[src/rtl/instruction_executor.sv]
// Pixel instruction executor: decodes cursor/colour/draw opcodes and streams
// framebuffer writes with a running address counter and back-pressure.
module instruction_executor #(
    parameter int FB_WIDTH  = 160,
    parameter int FB_HEIGHT = 120
) (
    input  logic        i_clk,
    input  logic        i_reset,
    input  logic [31:0] i_instruction,
    input  logic        i_ready,
    input  logic        i_fb_busy,
    output logic        o_fb_we,
    output logic [14:0] o_fb_addr,
    output logic [7:0]  o_fb_data,
    output logic        o_busy,
    output logic [7:0]  o_cursor_x,
    output logic [6:0]  o_cursor_y,
    output logic        o_bad_opcode
);

    // state  | meaning
    // IDLE   | waiting for a fresh, unconsumed instruction
    // DECODE | latched instruction is being executed
    // WRITE  | issuing framebuffer writes until count reaches zero
    typedef enum logic [1:0] {IDLE, DECODE, WRITE} state_t;

    localparam logic [7:0]  X_MAX     = 8'(FB_WIDTH - 1);
    localparam logic [6:0]  Y_MAX     = 7'(FB_HEIGHT - 1);
    localparam logic [14:0] ADDR_LAST = 15'(FB_WIDTH * FB_HEIGHT - 1);
    localparam logic [15:0] PIX_COUNT = 16'(FB_WIDTH * FB_HEIGHT);

    state_t      state_q,    state_d;
    logic [31:0] instr_q,    instr_d;
    logic        consumed_q, consumed_d;
    logic [7:0]  cursor_x_q, cursor_x_d;
    logic [6:0]  cursor_y_q, cursor_y_d;
    logic [14:0] addr_q,     addr_d;
    logic [7:0]  colour_q,   colour_d;
    logic [7:0]  wdata_q,    wdata_d;
    logic [15:0] count_q,    count_d;
    logic        bad_q,      bad_d;

    logic [7:0] op, arg_b, arg_y, arg_x;
    assign op    = instr_q[7:0];
    assign arg_b = instr_q[15:8];
    assign arg_y = instr_q[23:16];
    assign arg_x = instr_q[31:24];

    always_comb begin
        state_d    = state_q;
        instr_d    = instr_q;
        consumed_d = consumed_q;
        cursor_x_d = cursor_x_q;
        cursor_y_d = cursor_y_q;
        addr_d     = addr_q;
        colour_d   = colour_q;
        wdata_d    = wdata_q;
        count_d    = count_q;
        bad_d      = bad_q;

        if (!i_ready) consumed_d = 1'b0;

        case (state_q)
            IDLE: begin
                if (i_ready && !consumed_q) begin
                    instr_d    = i_instruction;
                    consumed_d = 1'b1;
                    state_d    = DECODE;
                end
            end
            DECODE: begin
                state_d = IDLE;
                case (op)
                    8'h00: ;
                    8'h01: begin
                        if (arg_x > X_MAX || arg_y > {1'b0, Y_MAX}) begin
                            bad_d = 1'b1;
                        end else begin
                            cursor_x_d = arg_x;
                            cursor_y_d = arg_y[6:0];
                            // Only place a multiply is needed; writes use the running counter.
                            addr_d     = 15'(arg_y[6:0]) * 15'(FB_WIDTH) + 15'(arg_x);
                        end
                    end
                    8'h02: colour_d = arg_b;
                    8'h03: begin
                        count_d = 16'd1;
                        wdata_d = colour_q;
                        state_d = WRITE;
                    end
                    8'h04: begin
                        count_d = {8'd0, arg_b} + 16'd1;
                        wdata_d = colour_q;
                        state_d = WRITE;
                    end
                    8'h05: begin
                        count_d    = PIX_COUNT;
                        wdata_d    = arg_b;
                        cursor_x_d = 8'd0;
                        cursor_y_d = 7'd0;
                        addr_d     = 15'd0;
                        state_d    = WRITE;
                    end
                    default: bad_d = 1'b1;
                endcase
            end
            WRITE: begin
                if (!i_fb_busy) begin
                    if (cursor_x_q == X_MAX) begin
                        cursor_x_d = 8'd0;
                        cursor_y_d = (cursor_y_q == Y_MAX) ? 7'd0 : cursor_y_q + 7'd1;
                    end else begin
                        cursor_x_d = cursor_x_q + 8'd1;
                    end
                    addr_d  = (addr_q == ADDR_LAST) ? 15'd0 : addr_q + 15'd1;
                    count_d = count_q - 16'd1;
                    if (count_q == 16'd1) state_d = IDLE;
                end
            end
            default: state_d = IDLE;
        endcase
    end

    always_ff @(posedge i_clk) begin
        if (i_reset) begin
            state_q    <= IDLE;
            instr_q    <= 32'd0;
            consumed_q <= 1'b0;
            cursor_x_q <= 8'd0;
            cursor_y_q <= 7'd0;
            addr_q     <= 15'd0;
            colour_q   <= 8'd0;
            wdata_q    <= 8'd0;
            count_q    <= 16'd0;
            bad_q      <= 1'b0;
        end else begin
            state_q    <= state_d;
            instr_q    <= instr_d;
            consumed_q <= consumed_d;
            cursor_x_q <= cursor_x_d;
            cursor_y_q <= cursor_y_d;
            addr_q     <= addr_d;
            colour_q   <= colour_d;
            wdata_q    <= wdata_d;
            count_q    <= count_d;
            bad_q      <= bad_d;
        end
    end

    assign o_fb_we      = (state_q == WRITE);
    assign o_fb_addr    = addr_q;
    assign o_fb_data    = wdata_q;
    assign o_busy       = (state_q != IDLE);
    assign o_cursor_x   = cursor_x_q;
    assign o_cursor_y   = cursor_y_q;
    assign o_bad_opcode = bad_q;

endmodule

[config.mk]
export PLATFORM = sky130hd
export DESIGN_NAME = instruction_executor
export DESIGN_NICKNAME = d
export VERILOG_FILES = /design/src/rtl/instruction_executor.sv
export SDC_FILE = /design/constraint.sdc
export NUM_CORES = 1
export LEC_CHECK = 0
export ABC_AREA = 1
export CAP_MARGIN = 20
export CORE_MARGIN = 3
export CORE_UTILIZATION = 40
export CTS_CLUSTER_SIZE = 16
export DETAILED_ROUTE_END_ITERATION = 10
export GPL_TIMING_DRIVEN = 1
export PLACE_DENSITY_LB_ADDON = 0.3
export SYNTH_ARGS = -nofsm -noshare
export SYNTH_HDL_FRONTEND = slang
export SYNTH_SLANG_ARGS = --single-unit
export TNS_END_PERCENT = 20
[constraint.sdc]
create_clock -name i_clk -period 1.9 [get_ports i_clk]
set_input_delay 0.19 -clock i_clk [delete_from_list [all_inputs] [get_ports i_clk]]
set_output_delay 0.19 -clock i_clk [all_outputs]
set_load 0.03 [all_outputs]
# Word-level counts from Yosys, hierarchy flattened
# Cells that the tools add are included.
[word_totals] regBits=98 out_inout_bits=41 word_cells=88
[op_classes] add_sub_neg=6 mul=1 magnitude_cmp=2 n_eq_ne=19 n_mux=30 n_bitwise=1 reduce_logical=19
[ops] op="15-bit case mux with 2 select lines" count=2
[ops] op="16-bit case mux with 3 select lines" count=1
[ops] op="8-bit case mux with 2 select lines" count=3
[ops] op="15-bit two-way mux" count=3
[ops] op="16-bit case mux with 2 select lines" count=1
[ops] op="7-bit two-way mux" count=4
[ops] op="7-bit case mux with 2 select lines" count=2
[ops] op="8-bit two-way mux" count=3
[ops] op="16-bit by 1-bit equality test with 1-bit output (second input constant)" count=1
[ops] op="8-bit by 2-bit equality test with 1-bit output (second input constant)" count=2
[ops] op="8-bit by 3-bit equality test with 1-bit output (second input constant)" count=2
[ops] op="16-bit two-way mux" count=1
[ops] op="16-bit by 1-bit subtractor with 16-bit output (second input constant)" count=1
[ops] op="15-bit by 1-bit adder with 15-bit output (second input constant)" count=1
[ops] op="15-bit by 8-bit adder with 15-bit output" count=1
[ops] op="15-bit equality test (second input constant)" count=1
[ops] op="7-bit by 3-bit multiplier with 10-bit output (second input constant)" count=1
[ops] op="8-bit by 1-bit adder with 9-bit output (second input constant)" count=1
[ops] op="3-bit AND reduction" count=3
[ops] op="8-bit by 1-bit adder with 8-bit output (second input constant)" count=1
[ops] op="8-bit by 1-bit equality test with 1-bit output (second input constant)" count=1
[ops] op="8-bit equality test (second input constant)" count=1
[ops] op="8-bit by 7-bit > comparator with 1-bit output (second input constant)" count=1
[ops] op="8-bit > comparator (second input constant)" count=1
[ops] op="other kinds (26)" count=39

# Longest topological paths before layout
[depth] word_depth=5 mapped_depth=16 depth_no_buf=16

# Least setup slack after synthesis
# Ideal clock, no wire load.
[synth_timing] path_kind="register to register" start="register instr_q[17]" end="register addr_q[11] (netlist: o_fb_addr[11])" arrival_ns=2.001 t_required_ns=1.791 path_slack_ns=-0.210 stages_incl_launch_ff=12 n_path_buf=0 period_less_slack_ns=2.110 path_cell_list="dfxtp_1 -> ha_1 -> ha_1 -> inv_1 -> fa_1 -> nand3b_1 -> nor2_1 -> a21oi_1 -> o21ai_0 -> nand3_1 -> nand2_1 -> inv_1"
[synth_via] elab_chain_len=5
[synth_rtl] item="from (decl)" line="33" text="logic [31:0] instr_q, instr_d;"
[synth_rtl] item="from (signal assigned)" line="138" text="instr_q <= instr_d;"
[synth_rtl] item="7-bit by 3-bit multiplier with 10-bit output" line="82" text="addr_d = 15'(arg_y[6:0]) * 15'(FB_WIDTH) + 15'(arg_x);"
[synth_rtl] item="15-bit by 8-bit adder with 15-bit output" line="82"
[synth_rtl] item="15-bit two-way mux" line="76" text="if (arg_x > X_MAX || arg_y > {1'b0, Y_MAX}) begin"
[synth_rtl] item="15-bit case mux with 2 select lines" line="73" text="case (op)"
[synth_rtl] item="15-bit case mux with 2 select lines" line="63" text="case (state_q)"
[synth_rtl] item="to (signal assigned)" line="142" text="addr_q <= addr_d;"
[synth_rtl] item="to (decl)" line="37" text="logic [14:0] addr_q, addr_d;"
# Several ways; a longest one is shown, not always the timed one. The select of a mux whose other input is x is not followed.
# A chain may end at the register's enable or synchronous reset.

# Final worst setup path
[layout_timing] start="register instr_q[19]" end="register addr_q[11] (netlist: o_fb_addr[11])"
# Same word-level chain as after synthesis.

==> flow_metrics.py <==
metrics = {
    "timing": {
        "setup_ws_ns": -0.262,
        "fin_crit_sh_pct": 114,
        "tightest_slew_ns": 0.459,
        "setup_violations": 5,
        "slew_violations": 0,
        "rsz0062_at_grt": "yes",
        "holdWs_ns": 0.455,
        "skew_ns": 0.00623,
        "layout_min_cycle_time_ns": 2.16,
        "fmax_ghz": 0.463,
        "finalHoldViolations": 0,
        "maxSlewHeadroom_pct": 69.0,
        "tns_ns": -0.987,
    },
    "logic_synthesis": {
        "ys_seq_area_share_pct": 34.5,
        "synth_warnings": 0,
        "synth_top_cells_by_area": "dfxtp_1 (34%), nor2_1 (8.8%), nand2_1 (8.6%)",
        "synthAdderAreaFrac_pct": 5.54,
        "synth_edf_count": 0,
        "synth_compound_area_share_pct": 20.6,
        "synth-simple-area-share_pct": 28.2,
        "async_reset_ff_share_pct": 0,
        "synthMuxAreaShare_pct": 0,
        "synth_top_cell_area_share_pct": 34.5,
        "synth.net_count": 899,
        "synthCells": 839,
        "synth_top_family_by_area": "simple AND/OR/NAND/NOR gates",
        "syn_area_um2": 5690,
        "synthXorXnorAreaFrac_pct": 1.85,
        "synthFlopType": "dfxtp_1",
        "ys_ff_latch": 98,
        "postSynthAreaPerCell_um2": 6.78,
        "yosysTopAreaCell": "dfxtp_1",
        "ys_types": 51,
    },
    "routing": {
        "vias": 5854,
        "first_pass_iters": 5,
        "drt-initial-drc-count": 408,
        "final_antenna_net_count": 0,
        "drcViolationCount": 0,
        "totalWireLength_um": 15900,
        "avgRoutedWirePerCell_um": 14.1,
        "via_per_inst": 5.19,
    },
    "setup_path": {
        "cp_slowest_cell": "fa_2",
        "crit_type": "reg2reg",
        "startpoint_type": "flip-flop",
        "r2r_setup_slack_ns": -0.26,
        "required_ns": 2.16,
        "path_delay_family": "adder cells",
        "cp-end-kind": "flip-flop",
        "path_buf_inv": 2,
        "worstPathCellList": "ha_4, ha_4, inv_2, fa_2, nand3b_1, nor2_4, a21oi_1, o21ai_1, nand3_1, nand2_1, inv_1",
        "path_common_cell": "ha_4",
        "cpPeakStageDelay_ns": 0.44,
        "critPathArrivalTime_ns": 2.42,
        "critPathMaxFanout": 4,
    },
    "final_layout": {
        "utilization_pct": 55.4,
        "fin_nets": 1007,
        "fill_cells": 1325,
        "final_common_cell": "nor2_1",
        "multiInputGateArea_um2": 3420,
        "diodes": 0,
        "area_growth_syn_to_layout_pct": 32.0,
        "final_cell_mix": "nor2_1 (131), nand2_1 (122), dfxtp_1 (92)",
        "regArea_um2": 1980,
        "drive_gt1_share_pct": 15.6,
    },
    "placed_design": {
        "detailedPlace.worstSlack_ns": -0.196,
        "place_hpwl_um": 11200,
        "port-buffer-count": 76,
        "gp_congestion": 0.898,
    },
    "cts": {
        "clk_latency_ns": 0.35,
        "cts_tree": "done",
        "clockBufferDepth": 2,
        "cts_root_buf": "clkbuf_16",
        "h-tree-depth": 3,
        "cts_inserted_buffers": 9,
        "clkSinkCount": 98,
        "clkTransAtPathRegs_ns": 0.07,
        "holdBufCountCts": 0,
    },
    "die": {
        "start_util_pct": 42.0,
        "die_y_um": 125,
        "dieArea_um2": 15700,
        "num_rows": 42,
        "core_area_um2": 13600,
        "ios": 77,
        "die_width_um": 125,
    },
    "run_status": {
        "status": "complete, but fails checks",
        "violations": "setup timing",
    },
    "job": {
        "drv_cap": 0,
    },
    "grt": {
        "grt_pass1_wl_um": 26100,
        "track_usage_pct": 19.8,
        "antenna_found_initial": 0,
        "first_global_vias": 5504,
        "grt_max_degree": 41,
        "overflow": 0,
    },
    "power_and_ir_drop": {
        "power_leakage_nw": 3.08,
        "irDropWorstVdd_uv": 648,
        "power_density_nw_per_um2": 1550,
    },
    "worst_hold_path": {
        "hold_path_class": "in2reg",
    },
}
[cell usage after synthesis, types with 2 or more instances]
master    instances
buf_4             3
buf_6             5
clkinv_1          2
fa_1              2
nor2_2            3
nor3_1           10
o31ai_1           2
dfxtp_1          98
inv_1            87
buf_2             3
o21a_1            3
nor2_4            2
nand2_2           4
inv_2             7
clkbuf_1         16
o21ai_1          17
o21ai_0          90
or2_2             5
o22ai_1           5
xor2_1            8
nand2_1         131
a211oi_1          9
a21o_1            2
ha_1             22
a21oi_1          76
a21oi_2           2
nor2_1          134
xnor2_1           4
nand3_1          54
a31oi_1           2
nand4_1          11
[layout make-up]
class,instances,area share [%]
Inverter,97,4.96
Clock buffer,10,3.18
Tap cell,176,2.93
Multi-Input combinational cell,615,45.6
Timing Repair Buffer,126,16.0
Clock inverter,5,1.05
Sequential cell,98,26.3
[per-stage QoR]
step,cells,power (mW),area [um^2]
2_1_floorplan,839,7.21,5720
3_3_place_gp,1106,9.10,6930
3_5_place_dp,1106,9.17,6930
4_1_cts,1121,11.3,7330
5_1_grt,1127,12.6,7510
6_report,1127,11.6,7510
[power breakdown]
| group | leakage (nW) | total, mW | internal [mW] | switching (mW) |
|---|---|---|---|---|
| logic | 2.12 | 6.55 | 2.60 | 3.95 |
| registers | 0.806 | 3.08 | 2.60 | 0.475 |
| clock network | 0.158 | 1.99 | 1.18 | 0.810 |
[tightest hold or removal path: cells and delay by family]
family,cells,cell delay [ns]
AOI/OAI and AO/OA,2,0.19
buffers and inverters,1,0.39
[state kept, by name (all words and copies together) (netlist names)]
signal        flops
o_fb_addr        15
o_bad_opcode      1
consumed_q        1
instr_q          32
count_q          16
colour_q          8
o_cursor_y        7
o_fb_data         8
state_q           2
o_cursor_x        8
[layer usage]
| layer | part of all wire, % | track usage, % |
|---|---|---|
| met1 | 46 | 25.8 |
| met2 | 49 | 33.1 |
| met3 | 3.7 | 4.14 |
| met4 | 2.0 | 6.25 |
| met5 | 0 | 0 |
[cells by family after synthesis]
kind of cell | Yosys count
and+or+nand+nor | 363
AOI/OAI and AO/OA | 216
buffers and inverters | 126
DFF | 98
adders and majority gates | 24
xor gates and xnor gates | 12
[worst paths after layout]
path | start | end | cells after the start
worst min register to register | instr_q[24]$_SDFFE_PP0P_ | instr_q[24]$_SDFFE_PP0P_ | 2
worst max register to register | instr_q[19]$_SDFFE_PP0P_ | o_fb_addr[11]$_SDFFE_PP0P_ | 11
worst min-delay path | i_instruction[21] | instr_q[21]$_SDFFE_PP0P_ | 3
worst max-delay path | instr_q[19]$_SDFFE_PP0P_ | o_fb_addr[11]$_SDFFE_PP0P_ | 11
[what timing repair did]
action | in CTS | in global routing
buffers inserted | 0 | 6
pin swaps | 5 | 19
resized for setup | 15 | 39
hold endpoints to repair | 0 | 0
setup endpoints to repair | 7 | 28
Note: power is estimated with default switching activity, not from simulation.
==> RTL edit, RTL diff (same flow settings) <==
Re-encode `state_t` (3 states) as one-hot, 3 bits wide.
--- a/src/rtl/instruction_executor.sv
+++ b/src/rtl/instruction_executor.sv
@@ -22,7 +22,7 @@
     // IDLE   | waiting for a fresh, unconsumed instruction
     // DECODE | latched instruction is being executed
     // WRITE  | issuing framebuffer writes until count reaches zero
-    typedef enum logic [1:0] {IDLE, DECODE, WRITE} state_t;
+    typedef enum logic [2:0] {IDLE = 3'b001, DECODE = 3'b010, WRITE = 3'b100} state_t;
 
     localparam logic [7:0]  X_MAX     = 8'(FB_WIDTH - 1);
     localparam logic [6:0]  Y_MAX     = 7'(FB_HEIGHT - 1);
Behaviour: no difference found for any inputs over 4 cycles, from zero or initial values and one cycle with i_reset high; so few cycles prove little.
==> RTL edit against the unedited design <==
- the run still ends with negative setup slack left
- sequential cell count up 1
- via count down 0.72%
- synthesized area up 0.44%
- count of clock-buffer cells in the layout down 1
- wire length down 0.89%
- worst setup slack better by 0.15 ns
- final area down 0.97%
- critical path type unchanged
Power is not compared: it rests on default switching activity, and its combinational part moved more than twofold at a synthesized area within 25%.
==> RTL edit: results (changes against the unedited design) <==
[drt]
drt_iter0_drc = 520  ; +27%
dr_wl_met3_um = 783  ; +34%
dr_wl_met2_mm = 7.19  ; -6.5%
wl_per_cell_um = 13.8  ; -1.6%
dr_total_vias = 5812  ; -0.72%
wl_met1_mm = 7.53  ; +3.7%

[run_status]
violations = negative setup slack
status = finished with violations

[synth]
synthCells = 845  ; +0.72%
yosys-top-cells-count = nand2_1, nor2_1, dfxtp_1
seq_area_frac_synth = 0.347  ; +0.00199
synthesis.nets = 902  ; +0.33%
synthTopCellsByArea = dfxtp_1, nand2_1, nor2_1, o21ai_0, nand3_1
ys_types = 45  ; -12%

[sta]
fin_ws_ns = -0.109  ; +0.154 ns
setup_viol = 6  ; +1
period_share = 1.06  ; -0.0808
fin_setup_tns_ns = -0.313  ; +0.674 ns

[grt]
grt_util_met2 = 0.319  ; -0.0122
track_usage = 0.198  ; about the same
grt_util_met1 = 0.272  ; +0.0146
grt_util_met3 = 0.0431  ; +0.00178
grt_pass1_wl_mm = 26.0  ; -0.43%
grt_max_degree = 73  ; +78%

[placed_design]
gp_congestion = 0.887  ; -1.2%
dp_slack_ns = -0.116  ; +0.0796 ns
dp_cells = 1119  ; +1.2%

[cells_and_area]
layout.nets = 1008  ; +0.099%
fillers = 1344  ; +1.4%

[worst_setup_path]
reg2reg_depth = 16  ; +5
max_stage_delay_ns = 0.38  ; -0.06 ns

[clock_network]
cts_resized = 18  ; +3

[worst_hold_path]
hp-start = i_instruction[25]

[RTL edit: cell count changes after synthesis, moves of 3 or more]
cell     delta
a21oi_1    -22
a31oi_1     +8
ha_1        -3
nand2_1    +13
nand3_1    +12
nor3_4      +3
o21ai_0     -5
o21ai_1     +4
[RTL edit: tightest hold or removal path, delay by kind of cell]
family	cells	cell delay, ns
simple gates	2	0.15
buf+inv	1	0.40
[RTL edit: kinds of logic (layout without fill, tap and decap cells)]
logic type      count (synthesis)  after routing  share of synthesized area
simple gates                  385            385                      0.296
compound gates                200            200                      0.196
buf+inv                       127            237                     0.0926
flops                          99             99                      0.347
fa+ha+maj                      21             21                     0.0486
xor+xnor                       13             13                     0.0199
[RTL edit: where the power goes]
part / switching [mW] / total [mW] / internal [mW] / leakage, nW
registers: 0.0879 / 2.26 / 2.17 / 0.809
clock network: 0.863 / 1.77 / 0.911 / 0.140
logic: 0.570 / 0.986 / 0.416 / 2.20
[RTL edit: worst max-delay path by stage]
stage                     start       endpoint  cells after the start
finish              instr_q[19]  o_fb_addr[13]                     16
global route        instr_q[19]  o_fb_addr[13]                     16
CTS                 instr_q[19]  o_fb_addr[13]                     16
detailed placement  instr_q[19]  o_fb_addr[13]                     13
global placement    instr_q[19]  o_fb_addr[13]                     14
floorplan           instr_q[17]  o_fb_addr[13]                     13
[RTL edit: area by class of cell]
| cell class | count | area (um^2) | share of cell area |
|---|---|---|---|
| tap | 180 | 225 | 0.0303 |
| sequential | 99 | 1990 | 0.268 |
| timing repair buffer | 125 | 1220 | 0.163 |
| clock buffer | 9 | 225 | 0.0303 |
| multi-input combinational | 619 | 3350 | 0.451 |
| clock inverter | 6 | 57.6 | 0.00774 |
| inverter | 97 | 368 | 0.0495 |
